### src/rtl/cordic_iter_ctrl_if.sv
`default_nettype none
// ============================================================================
// Module  : cordic_iter_ctrl_if
// Brief   : Start/ready request and valid/sin/cos response bundle for the
//           iterative CORDIC sequencer.
// Revision: 1.0 - initial release
// ============================================================================
interface cordic_iter_ctrl_if #(
  parameter int N_FRAC = 15
);
  logic                 start_i;
  logic signed [N_FRAC:0] angle_i;
  logic                 ready_o;
  logic                 valid_o;
  logic signed [N_FRAC:0] sin_o;
  logic signed [N_FRAC:0] cos_o;

  modport master (
    output start_i, angle_i,
    input  ready_o, valid_o, sin_o, cos_o
  );

  modport slave (
    input  start_i, angle_i,
    output ready_o, valid_o, sin_o, cos_o
  );
endinterface
`default_nettype wire

### src/rtl/cordic_iter_ctrl.sv
`default_nettype none
// ============================================================================
// Module  : cordic_slice / cordic_iter_ctrl
// Brief   : One registered rotation-mode CORDIC micro-rotation, and the
//           sequencer that iterates it to produce sine and cosine of an angle.
// Revision: 1.0 - initial release
// ============================================================================
module cordic_slice #(
  parameter int N_FRAC         = 15,
  parameter int BW_SHIFT_VALUE = 4
) (
  input  wire logic                      clk_i,
  input  wire logic                      rst_i,
  input  wire logic                      en_i,
  input  wire logic signed [N_FRAC:0]    x_i,
  input  wire logic signed [N_FRAC:0]    y_i,
  input  wire logic signed [N_FRAC:0]    z_i,
  input  wire logic [BW_SHIFT_VALUE-1:0] shift_value_i,
  input  wire logic signed [N_FRAC:0]    current_rotation_angle_i,
  output logic signed [N_FRAC:0]         x_o,
  output logic signed [N_FRAC:0]         y_o,
  output logic signed [N_FRAC:0]         z_o
);
  logic signed [N_FRAC:0] w_xs, w_ys;
  logic signed [N_FRAC:0] x_d, y_d, z_d;
  logic signed [N_FRAC:0] x_q, y_q, z_q;

  // Residual angle sign picks the rotation direction; zero rotates positively.
  always_comb begin
    w_xs = x_i >>> shift_value_i;
    w_ys = y_i >>> shift_value_i;
    if (!z_i[N_FRAC]) begin
      x_d = x_i - w_ys;
      y_d = y_i + w_xs;
      z_d = z_i - current_rotation_angle_i;
    end else begin
      x_d = x_i + w_ys;
      y_d = y_i - w_xs;
      z_d = z_i + current_rotation_angle_i;
    end
  end

  always_ff @(posedge clk_i or negedge rst_i) begin
    if (!rst_i) begin
      x_q <= '0;
      y_q <= '0;
      z_q <= '0;
    end else if (en_i) begin
      x_q <= x_d;
      y_q <= y_d;
      z_q <= z_d;
    end
  end

  assign x_o = x_q;
  assign y_o = y_q;
  assign z_o = z_q;
endmodule

module cordic_iter_ctrl #(
  parameter int N_FRAC         = 15,
  parameter int BW_SHIFT_VALUE = 4,
  parameter int N_ITER         = 14
) (
  input  wire logic         clk_i,
  input  wire logic         rst_i,
  cordic_iter_ctrl_if.slave bus
);
  localparam int W = N_FRAC + 1;

  typedef enum logic [1:0] {
    S_IDLE = 2'd0,
    S_RUN  = 2'd1,
    S_DONE = 2'd2
  } state_t;

  localparam logic signed [N_FRAC:0]   c_X0    = W'(19895);
  localparam logic signed [N_FRAC:0]   c_QTR   = {2'b01, {(N_FRAC-1){1'b0}}};
  localparam logic signed [N_FRAC:0]   c_NQTR  = {2'b11, {(N_FRAC-1){1'b0}}};
  localparam logic signed [N_FRAC+1:0] c_MAX_E = {2'b00, {N_FRAC{1'b1}}};
  localparam logic signed [N_FRAC+1:0] c_MIN_E = -c_MAX_E;

  function automatic logic signed [N_FRAC:0] atan_lut(input logic [BW_SHIFT_VALUE-1:0] k);
    int v;
    case (int'(k))
      0:  v = 8192;
      1:  v = 4836;
      2:  v = 2555;
      3:  v = 1297;
      4:  v = 651;
      5:  v = 326;
      6:  v = 163;
      7:  v = 81;
      8:  v = 41;
      9:  v = 20;
      10: v = 10;
      11: v = 5;
      12: v = 3;
      13: v = 1;
      14: v = 1;
      default: v = 0;
    endcase
    return W'(v);
  endfunction

  // Undo the pre-rotation by negation, widened so -min cannot wrap before clamping.
  function automatic logic signed [N_FRAC:0] post(input logic signed [N_FRAC:0] v, input logic neg);
    logic signed [N_FRAC+1:0] e;
    e = {v[N_FRAC], v};
    if (neg) e = -e;
    if (e > c_MAX_E) e = c_MAX_E;
    else if (e < c_MIN_E) e = c_MIN_E;
    return e[N_FRAC:0];
  endfunction

  state_t                    state_q, state_d;
  logic [BW_SHIFT_VALUE-1:0] k_q, k_d;
  logic                      flip_q, flip_d;
  logic signed [N_FRAC:0]    z0_q, z0_d;
  logic signed [N_FRAC:0]    sin_q, sin_d, cos_q, cos_d;
  logic                      valid_q, valid_d;

  logic                   w_first, w_flip;
  logic signed [N_FRAC:0] w_x_in, w_y_in, w_z_in, w_x_out, w_y_out, w_z_out;

  always_comb begin
    w_first = (k_q == '0);
    w_x_in  = w_first ? c_X0 : w_x_out;
    w_y_in  = w_first ? '0   : w_y_out;
    w_z_in  = w_first ? z0_q : w_z_out;
    w_flip  = (bus.angle_i > c_QTR) || (bus.angle_i < c_NQTR);
  end

  cordic_slice #(
    .N_FRAC         (N_FRAC),
    .BW_SHIFT_VALUE (BW_SHIFT_VALUE)
  ) u_slice (
    .clk_i                    (clk_i),
    .rst_i                    (rst_i),
    .en_i                     (state_q == S_RUN),
    .x_i                      (w_x_in),
    .y_i                      (w_y_in),
    .z_i                      (w_z_in),
    .shift_value_i            (k_q),
    .current_rotation_angle_i (atan_lut(k_q)),
    .x_o                      (w_x_out),
    .y_o                      (w_y_out),
    .z_o                      (w_z_out)
  );

  always_comb begin
    state_d = state_q;
    k_d     = k_q;
    flip_d  = flip_q;
    z0_d    = z0_q;
    sin_d   = sin_q;
    cos_d   = cos_q;
    valid_d = 1'b0;
    case (state_q)
      S_IDLE: begin
        if (bus.start_i) begin
          // Inverting the MSB adds pi modulo 2^W, landing in [-pi/2, pi/2].
          flip_d  = w_flip;
          z0_d    = w_flip ? {~bus.angle_i[N_FRAC], bus.angle_i[N_FRAC-1:0]} : bus.angle_i;
          k_d     = '0;
          state_d = S_RUN;
        end
      end
      S_RUN: begin
        k_d = k_q + BW_SHIFT_VALUE'(1);
        if (k_q == BW_SHIFT_VALUE'(N_ITER - 1)) begin
          k_d     = '0;
          state_d = S_DONE;
        end
      end
      S_DONE: begin
        cos_d   = post(w_x_out, flip_q);
        sin_d   = post(w_y_out, flip_q);
        valid_d = 1'b1;
        state_d = S_IDLE;
      end
      default: begin
        k_d     = '0;
        state_d = S_IDLE;
      end
    endcase
  end

  always_ff @(posedge clk_i or negedge rst_i) begin
    if (!rst_i) begin
      state_q <= S_IDLE;
      k_q     <= '0;
      flip_q  <= 1'b0;
      z0_q    <= '0;
      sin_q   <= '0;
      cos_q   <= '0;
      valid_q <= 1'b0;
    end else begin
      state_q <= state_d;
      k_q     <= k_d;
      flip_q  <= flip_d;
      z0_q    <= z0_d;
      sin_q   <= sin_d;
      cos_q   <= cos_d;
      valid_q <= valid_d;
    end
  end

  assign bus.ready_o = (state_q == S_IDLE);
  assign bus.valid_o = valid_q;
  assign bus.sin_o   = sin_q;
  assign bus.cos_o   = cos_q;
endmodule
`default_nettype wire

### src/flat_wrapper.sv
// flat-port wrapper written by rule: the top's interface ports become plain ports
module cordic_iter_ctrl_flat 
#(
  parameter int N_FRAC         = 15,
  parameter int BW_SHIFT_VALUE = 4,
  parameter int N_ITER         = 14
)
  (clk_i, rst_i, bus_start_i, bus_angle_i, bus_ready_o, bus_valid_o, bus_sin_o, bus_cos_o);
  cordic_iter_ctrl_if #(.N_FRAC(N_FRAC)) bus_i ();
  input  wire logic clk_i;
  input  wire logic rst_i;
  input wire logic [$bits(bus_i.start_i)-1:0] bus_start_i;
  input wire logic [$bits(bus_i.angle_i)-1:0] bus_angle_i;
  output wire logic [$bits(bus_i.ready_o)-1:0] bus_ready_o;
  output wire logic [$bits(bus_i.valid_o)-1:0] bus_valid_o;
  output wire logic [$bits(bus_i.sin_o)-1:0] bus_sin_o;
  output wire logic [$bits(bus_i.cos_o)-1:0] bus_cos_o;
  assign bus_i.start_i = bus_start_i;
  assign bus_i.angle_i = bus_angle_i;
  assign bus_ready_o = bus_i.ready_o;
  assign bus_valid_o = bus_i.valid_o;
  assign bus_sin_o = bus_i.sin_o;
  assign bus_cos_o = bus_i.cos_o;
  cordic_iter_ctrl #(.N_FRAC(N_FRAC), .BW_SHIFT_VALUE(BW_SHIFT_VALUE), .N_ITER(N_ITER)) u_core (.clk_i(clk_i), .rst_i(rst_i), .bus(bus_i));
endmodule
### config.mk
export PLATFORM = sky130hd
export DESIGN_NAME = cordic_iter_ctrl_flat
export DESIGN_NICKNAME = d
export VERILOG_FILES = /design/src/rtl/cordic_iter_ctrl_if.sv /design/src/rtl/cordic_iter_ctrl.sv /design/src/flat_wrapper.sv
export SDC_FILE = /design/constraint.sdc
export NUM_CORES = 1
export LEC_CHECK = 0
export ABC_AREA = 1
export ABC_CLOCK_PERIOD_IN_PS = 5980
export CAP_MARGIN = 5
export CORE_ASPECT_RATIO = 1.25
export CORE_MARGIN = 2
export CORE_UTILIZATION = 50
export DETAILED_ROUTE_END_ITERATION = 8
export PLACE_DENSITY = 0.68
export SLEW_MARGIN = 20
export SYNTH_ARGS = -nofsm -noshare
export SYNTH_HDL_FRONTEND = slang
export SYNTH_SLANG_ARGS = --single-unit
### constraint.sdc
create_clock -name clk_i -period 5.98 [get_ports clk_i]
set_clock_uncertainty 0.1 [all_clocks]
set_input_delay 1.495 -clock clk_i [delete_from_list [all_inputs] [get_ports clk_i]]
set_output_delay 1.495 -clock clk_i [all_outputs]
set_load 0.01 [all_outputs]
==> Yosys cells after proc, flatten, opt, wreduce, memory -nomap -nowiden <==
Memory sizes are Yosys's and may differ from the RTL's.
Index checks and enable logic that the tools add are counted.
{ "word_totals": {"register_bits": 104, "romBits": 224, "output_inout_bits": 34, "word_cells": 63, "n_memories": 1} }
{ "mem_list": {"columns": ["name", "depth", "width", "read_ports", "rd_ports_with_merged_regs", "wr", "line_no", "source"], "rows": [
  ["(name not given)", 16, 14, 1, 0, 0, "cordic_iter_ctrl.sv:85", "case (int'(k))"]
]} }
{ "classes": {"n_addsub": 9, "magnitude_cmp": 6, "n_eq_ne": 5, "shift": 2, "n_mux": 22, "bitwise_logic": 2, "n_reduce_logical": 6} }
{ "ops": {"columns": ["cell", "n"], "rows": [
  ["two-way mux 16 bit", 11],
  ["two-way mux 17 bit", 4],
  ["adder 16 bit", 3],
  ["subtractor 16 bit", 3],
  ["greater-than comparator 17 x 16 -> 1 bit, second input constant", 2],
  ["< comparator 17 x 16 -> 1 bit, second input constant", 2],
  ["negation 16 -> 17 bit", 2],
  [">>> shifter 16 x 4 -> 16 bit", 2],
  ["greater-than comparator 16 bit, second input constant", 1],
  ["< comparator 16 x 15 -> 1 bit, second input constant", 1],
  ["case mux 4 bit (3 select lines)", 1],
  ["two-way mux 4 bit", 2],
  ["AND reduction 2 bit", 3],
  ["adder 4 x 1 -> 4 bit, second input constant", 1],
  ["equality test 4 bit, second input constant", 1],
  ["zero test 4 bit", 1],
  ["two-way mux 2 bit", 2],
  ["case mux 2 bit (2 select lines)", 1],
  ["equality test 2 x 1 -> 1 bit, second input constant", 1],
  ["equality test 2 bit, second input constant", 1],
  ["zero test 2 bit", 1],
  ["!= test 2 x 1 -> 1 bit, second input constant", 1],
  ["!= test 2 bit, second input constant", 1],
  ["inverter 1 bit", 2],
  ["other kinds (2)", 2]
]} }

==> Longest topological paths before layout <==
Gate-level depths: netlist of run 1.
{ "depth": {"word_depth": 6, "ltp_mapped": 33, "depth_no_buf": 30} }

==> Modules after synthesis <==
From an unflattened synthesis of run 1, not the netlist that was laid out.
{ "unflattened": {"hier_cells": 1700, "area_unflattened_um2": 10431.3} }
{ "by_module_without_submodules": {"columns": ["mod", "instances", "cells_per_inst", "area_each_um2", "seq_area_each_um2"], "rows": [
  ["cordic_slice", 1, 1024, 6223.5, 1201.2],
  ["cordic_iter_ctrl", 1, 676, 4207.8, 1401.3]
]} }

==> Worst setup path after synthesis of run 1 <==
OpenSTA, ideal clock, no wires.
{ "synth_timing": {"path_kind": "register to register", "from": "reg u_core.k_q[1]", "to": "reg u_core.u_slice.z_q[14], in the netlist u_core.u_slice.z_o[14]", "setup_time_ps": 82, "arrival_ps": 4892, "required_time_ps": 5798, "slack_ps": 906, "path_stages_with_launch": 31, "n_path_buf": 7, "cell_sequence": "dfrtp_1 clkbuf_1 inv_2 clkbuf_1 ha_1 nand2_4 buf_12 buf_6 o21ai_4 buf_2 clkbuf_1 clkbuf_1 nand2_1 xor2_1 inv_1 ha_1 nand2_1 nand2_1 a31oi_1 o21ai_0 nand2_1 nand2_1 a21oi_1 o21ai_0 a21oi_1 o21ai_0 nand2_1 nand2_1 a21oi_1 or2_2 a31oi_1"} }
{ "synth_via": {"elab_chain_cells": 4, "word_cells_on_any_way": 6, "cone_classes": "add/sub: 2; mux: 2; reduce/logical: 1; memory: 1"} }
{ "synth_rtl": {"columns": ["item", "line_no", "source"], "rows": [
  ["start, declared", "cordic_iter_ctrl.sv:117", "logic [BW_SHIFT_VALUE-1:0] k_q, k_d;"],
  ["start signal, assigned", "cordic_iter_ctrl.sv:200", "k_q <= k_d;"],
  ["parallel branches: the longest is 3 deep, another holds subtractor 16 bit", null, null],
  ["two-way mux 16 bit *", "cordic_iter_ctrl.sv:32", "if (!z_i[N_FRAC]) begin"],
  ["end signal, assigned", "cordic_iter_ctrl.sv:51", "z_q <= z_d;"],
  ["end, declared", "cordic_iter_ctrl.sv:26", "logic signed [N_FRAC:0] x_q, y_q, z_q;"]
]} }
Mark *: on every way between the ends.
A chain may end at the register's enable or synchronous reset.

==> Final worst setup path of run 1 <==
Ends and elaborated chain as after synthesis.

==> run metrics, run 1 <==
number of antenna diodes 0; fin crit period 4.83 ns; FF+latch count, synth 104; share of the synthesized area in the top cell type 24.3%; initial DRC count 863; post-synthesis sequential area ratio 24.3%; Setup-failing EPs final 0; CP endpoint kind flip-flop; clock-pin slew on the worst setup and hold paths 0.08 ns; # port buffers 52; GR Layer Usage met3 3.30%; Die W 135 um; met1 usage in global routing 35.8%; status completed; CP arrival 5.01 ns; Die Y 168 um; worst min-delay path class flip-flop to flip-flop; WP data required 6.16 ns; Post-CTS Hold Buffers 0; Starting Density 51.2%; ys async rst share 100%; Root Driver clkbuf_16; Final Hold Viols 0; post-route setup TNS 0 ns; first-pass GRT wire length 54.3 mm; cts bufs inserted 9; Skew-Pair Late Insertion Delay 0.37 ns; Via Count 11,400; Startpoint Class flip-flop; num rows 59; Synth area leader dfrtp_1; DRC violations left 0; synth warn 0; RSZ-0062 raised after global routing no; actual slew at the worst max-slew pin 0.836 ns; Core Area 20,900 um^2; initial antenna violation count 0; post-cts gate resize count 0; largest net degree at the start of global routing 71; Synth-to-Final Area Change 9.36%; antenna-violating nets left 0; syn nets 1,831; I/O pin cnt 53; largest cells by area after synthesis dfrtp_1 24%, nand2_1 21%, nand3_1 13%, inv_1 6.1%, ha_1 5.3%; routability cong. 0.994; top cells by count, synth 604 x nand2_1, 282 x nand3_1, 174 x inv_1; WL per Instance 16.2 um; worst-path maximum fanout 28; busiest grt layer met2; Total Routed Length 33.4 mm; Tot GR Track Use 29.9%; DRT Pass-1 Iters 5; CTS tree done; met2 usage 54.5%; ratio of cells with drive above 1 in the final layout 5.88%; die area 22,600 um^2; Synth Instances 1,766; Netlist cell types 48; Mapped Area 10,700 um^2; vias per inst 5.52; most common cell in the synthesized netlist nand2_1; H-tree level count 3; syn_area_per_cell 6.06 um^2; # nets final 1,845; top_reg_cell synth dfrtp_1; vias in the first global route 10,800; EDFF count, synth 0; Max Transition Viols Final 0; # Post-CTS Setup Buffers 0; Crit Path Category flip-flop to flip-flop; Max Root-Sink Buffers 2; FMAX 207 MHz; grt ovf 0; DP Wirelength 26.0 mm; clk sinks 104; Max Cap Viol 0; part of the cycle the worst path needs 80.8%; Slew HR 44.3%
==> worst max-delay path, stage by stage (launching register included) <==
cell     delay (ns)
dfrtp_1        0.39
inv_2          0.39
ha_1           0.31
o21ai_0        0.12
o21ai_0        0.40
ha_1           0.22
inv_1          0.05
nor3_1         0.25
nor2_1         0.08
xor2_1         0.14
inv_1          0.06
ha_1           0.32
nand2_1        0.07
o21ai_0        0.30
nand2_1        0.08
nand2_1        0.07
a21oi_1        0.08
o21ai_0        0.29
a21oi_1        0.10
o21ai_0        0.27
nand2_1        0.09
nand2_1        0.07
a21oi_1        0.06
or2_2          0.28
a31oi_1        0.14
==> registers in the layout, summed over array words and instances (netlist names) <==
name and count:
u_core.bus.cos_o 16, u_core.bus.sin_o 16, u_core.u_slice.x_o 16, u_core.u_slice.y_o 16
u_core.u_slice.z_o 16, u_core.z0_q 16, u_core.k_q 4, u_core.state_q 2
u_core.bus.valid_o 1, u_core.flip_q 1
==> routing by layer <==
metal  routed length (um)  part of all wire, %
met5                    0                    0
met1                13600                   41
met3                 1510                  4.5
met2                16900                   50
met4                 1420                  4.3
==> worst paths after layout <==
path                       slack (ns)                  from                     end  cells after the start
max                              1.15         u_core.k_q[1]  u_core.u_slice.z_o[14]                     24
min                              0.38  u_core.bus.sin_o[11]    u_core.bus.sin_o[11]                      2
max reg2reg                      1.15         u_core.k_q[1]  u_core.u_slice.z_o[14]                     24
min reg2reg                      0.38  u_core.bus.sin_o[11]    u_core.bus.sin_o[11]                      2
max in group asynchronous        3.58                 rst_i  u_core.u_slice.z_o[15]                      2
min in group asynchronous        1.11                 rst_i    u_core.bus.cos_o[10]                      1
==> cells by family after synthesis <==
kind of cell	Yosys count	share of synthesized area [%]
AND/OR/NAND/NOR	1100	45.2
buffers and inverters	254	9.58
AO/OA/AOI/OAI	198	10.2
flip-flops	104	24.3
XOR/XNOR	64	5.24
adder cells (fa/ha/maj)	46	5.45
==> stage by stage <==
step	std cells	hold WS [ns]	util, %	worst slack, ns	area (um^2)
after global placement	2043	0.361	54.5	1.38	11400
final	2059	0.383	56.0	1.15	11700
after floorplan	1766	0.342	-	0.906	10700
after CTS	2059	0.390	56.0	1.20	11700
after detailed placement	2043	0.369	54.5	1.25	11400
after global routing	2059	0.409	56.0	0.625	11700
==> area by class of cell <==
| cell class | count | area, um^2 |
|---|---|---|
| tap | 274 | 343 |
| clock inverter | 7 | 98.8 |
| fill | 2187 | 9190 |
| multi-input combinational | 1408 | 7070 |
| sequential | 104 | 2600 |
| clock buffer | 9 | 225 |
| inverter | 190 | 713 |
| timing repair buffer | 67 | 643 |
==> layout by cell type, fill, tap and decap left out, drive strengths merged, types with 45 or more instances in the layout <==
cell             n
nand2          632
nand3          290
inv            191
nor2           118
o21ai          108
dfrtp          104
a21oi           58
xor2            55
clkdlybuf4s50   51
ha              45
Power of run 1 is not shown: default switching activity piles up to over one toggle a cycle in this logic, so the estimate is an artifact.
==> inputs of run 2 (changes only) <==
--- a/config.mk
+++ b/config.mk
@@ -6,13 +6,13 @@
 export NUM_CORES = 1
 export LEC_CHECK = 0
 export ABC_AREA = 1
-export ABC_CLOCK_PERIOD_IN_PS = 5980
+export ABC_CLOCK_PERIOD_IN_PS = 4200
 export CAP_MARGIN = 5
 export CORE_ASPECT_RATIO = 1.25
 export CORE_MARGIN = 2
 export CORE_UTILIZATION = 50
 export DETAILED_ROUTE_END_ITERATION = 8
-export PLACE_DENSITY = 0.68
+export PLACE_DENSITY = 0.71
 export SLEW_MARGIN = 20
 export SYNTH_ARGS = -nofsm -noshare
 export SYNTH_HDL_FRONTEND = slang
==> constraint.sdc (replaced) <==
create_clock -name clk_i -period 4.2 [get_ports clk_i]
set_clock_uncertainty 0.1 [all_clocks]
set_input_delay 1.05 -clock clk_i [delete_from_list [all_inputs] [get_ports clk_i]]
set_output_delay 1.05 -clock clk_i [all_outputs]
set_load 0.01 [all_outputs]
==> run 2 against run 1 <==
Effect of this change:
- cell area increased by 2.6%
- core utilization increased by 1.4 points
- worst setup slack got worse by 0.86 ns
- hold slack improved by 0.00086 ns
- register-to-register slack got worse by 0.86 ns
- die area unchanged
- global-route usage decreased by 0.35 points
- non-clock buffer count increased by 23
- critical path depth unchanged
- maximum frequency increased by 23%
- via count increased by 0.94%
- first-iteration DRC count decreased by 6.1%
- largest cell class unchanged
- highest routed layer unchanged
==> run metrics, run 2 (synthesis gave the netlist of run 1 again) <==
Starting Density 51.2% (unchanged); Hold Path Stages 2 (unchanged); status completed (unchanged); commonest non-fill, non-tap cell in the layout nand2_1 (unchanged); met2 wire len 16.8 mm (was 16.9 mm); DRC violations left 0 (unchanged); Final Hold Viols 0 (unchanged); DRT Pass-1 Iters 6 (was 5); Die Y 168 um (unchanged); CP arrival 4.04 ns (was 5.01 ns); Setup-failing EPs final 0 (unchanged); WP data required 4.33 ns (was 6.16 ns); RR Endpoint u_core.u_slice.z_o[14] (unchanged); Skew-Pair Late Insertion Delay 0.36 ns (was 0.37 ns); WL per Instance 15.8 um (was 16.2 um); placed cell count 2,064 (was 2,043); Max Root-Sink Buffers 2 (unchanged); FMAX 256 MHz (was 207 MHz); Die W 135 um (unchanged); worst min-delay path class flip-flop to flip-flop (unchanged); die area 22,600 um^2 (unchanged); ratio of cells with drive above 1 in the final layout 8.35% (was 5.88%); Root Driver clkbuf_16 (unchanged); initial antenna violation count 0 (unchanged); met3 wire len 1.18 mm (was 1.51 mm); worst setup margin 0.289 ns (was 1.15 ns); M1 WL 13.0 mm (was 13.6 mm); reg2reg start u_core.k_q[1] (unchanged); Max Transition Viols Final 0 (unchanged); grt ovf 0 (unchanged); largest net degree at the start of global routing 56 (was 71); first-pass GRT wire length 53.9 mm (was 54.3 mm); antenna-violating nets left 0 (unchanged); commonest cells after routing, fill and taps aside 602 x nand2_1, 282 x nand3_1, 174 x inv_1 (was 604 x nand2_1, 282 x nand3_1, 174 x inv_1); Total Routed Length 33.0 mm (was 33.4 mm); Max Cap Viol 0 (unchanged); Startpoint Class flip-flop (unchanged); Slew HR 59.5% (was 44.3%); vias per inst 5.51 (was 5.52); Cell Count, Final, Fillers Out 2,082 (was 2,059); Synth-to-Final Area Change 12.2% (was 9.36%); Core Area 20,900 um^2 (unchanged); Via Count 11,500 (was 11,400); num rows 59 (unchanged); RSZ-0062 raised after global routing no (unchanged); r2r setup slk 0.29 ns (was 1.15 ns); # port buffers 52 (unchanged); Hold EP u_core.bus.sin_o[3] (was u_core.bus.sin_o[11]); worst-path maximum fanout 7 (was 28); DP Wirelength 26.0 mm (about the same); routability cong. 0.955 (was 0.994); actual slew at the worst max-slew pin 0.606 ns (was 0.836 ns); initial DRC count 810 (was 863); R2R depth 24 (unchanged); Hold Startpoint u_core.bus.sin_o[3] (was u_core.bus.sin_o[11]); Place WS 0.0541 ns (was 1.25 ns); final core occ 57.4% (was 56.0%); number of antenna diodes 0 (unchanged); Crit Path Category flip-flop to flip-flop (unchanged); CP endpoint kind flip-flop (unchanged); clock-pin slew on the worst setup and hold paths 0.08 ns (about the same); vias in the first global route 11,000 (was 10,800); I/O pin cnt 53 (unchanged); Tot GR Track Use 29.6% (was 29.9%); post-route setup TNS 0 ns (unchanged); # nets final 1,868 (was 1,845); cts bufs inserted 9 (unchanged); Max Used Layer met4 (unchanged); CTS tree done (unchanged); clk sinks 104 (unchanged); fin crit period 3.91 ns (was 4.83 ns); part of the cycle the worst path needs 93.1% (was 80.8%); H-tree level count 3 (unchanged)
run 2: cell count changes in the layout (fill, tap and decap cells not counted), moves of 3 or more:
| cell | before | now |
|---|---|---|
| buf_4 | 15 | 36 |
| ha_1 | 45 | 41 |
| ha_4 | 0 | 3 |
| o21ai_2 | 0 | 3 |
| inv_8 | 0 | 3 |
| a21oi_1 | 54 | 49 |
| clkinv_8 | 5 | 0 |
| o21ai_1 | 8 | 15 |
| a21oi_2 | 4 | 9 |
| o21ai_0 | 99 | 89 |
run 2: layout make-up:
type                    instances  area [um^2]
fillers                      2075         8890
multi-input cells            1408         7180
flip-flops and latches        104         2610
repair buffers                 90          823
inverters                     190          718
well taps                     274          343
clock buffers                   9          225
clock inverters                 7          110
run 2: worst max-delay path by stage:
stage | from | to | cells past startpoint
after detailed placement | u_core.k_q[1] | u_core.u_slice.z_o[14] | 25
final | u_core.k_q[1] | u_core.u_slice.z_o[14] | 24
after floorplan | u_core.k_q[1] | u_core.u_slice.z_o[14] | 30
after global routing | u_core.k_q[1] | u_core.u_slice.y_o[12] | 28
after CTS | u_core.k_q[1] | u_core.u_slice.z_o[14] | 25
after global placement | u_core.k_q[1] | u_core.u_slice.z_o[14] | 25
run 2: repair_timing:
action                     4_1_cts  5_1_grt
resized for setup                0       29
setup endpoints to repair        0       15
hold buffers                     0        0
buffers inserted                 0        2
run 2: metal layers:
layer / track usage [%] / vias to the layer above
met1: 33.2 / 5260
met3: 2.76 / 96
li1: - / 5802
met5: 0 / -
met4: 17.0 / 0
met2: 53.9 / 310
run 2: stage by stage:
| stage | cell area (um^2) | hold WS, ns |
|---|---|---|
| floorplan | 10800 | 0.342 |
| global placement | 11600 | 0.366 |
| detailed placement | 11600 | 0.365 |
| CTS | 11900 | 0.385 |
| global route | 12000 | 0.403 |
| finish | 12000 | 0.384 |
run 2: critical path, cell delays in order (launching register included):
cell     delay (ns)
dfrtp_2        0.49
inv_6          0.10
ha_4           0.20
nor2_2         0.10
nor2_1         0.04
o21ai_0        0.07
o21ai_1        0.10
buf_4          0.14
ha_1           0.28
nand2_1        0.06
o21ai_0        0.14
fa_1           0.47
a31oi_2        0.22
o21ai_2        0.12
nand2_1        0.06
nand2_1        0.05
a21oi_1        0.22
o21ai_2        0.10
a21oi_1        0.15
o21ai_1        0.10
nand2_1        0.07
nand2_1        0.05
a21oi_1        0.15
or2_2          0.13
a31oi_1        0.06
Power of run 2 is left out for the same reason.
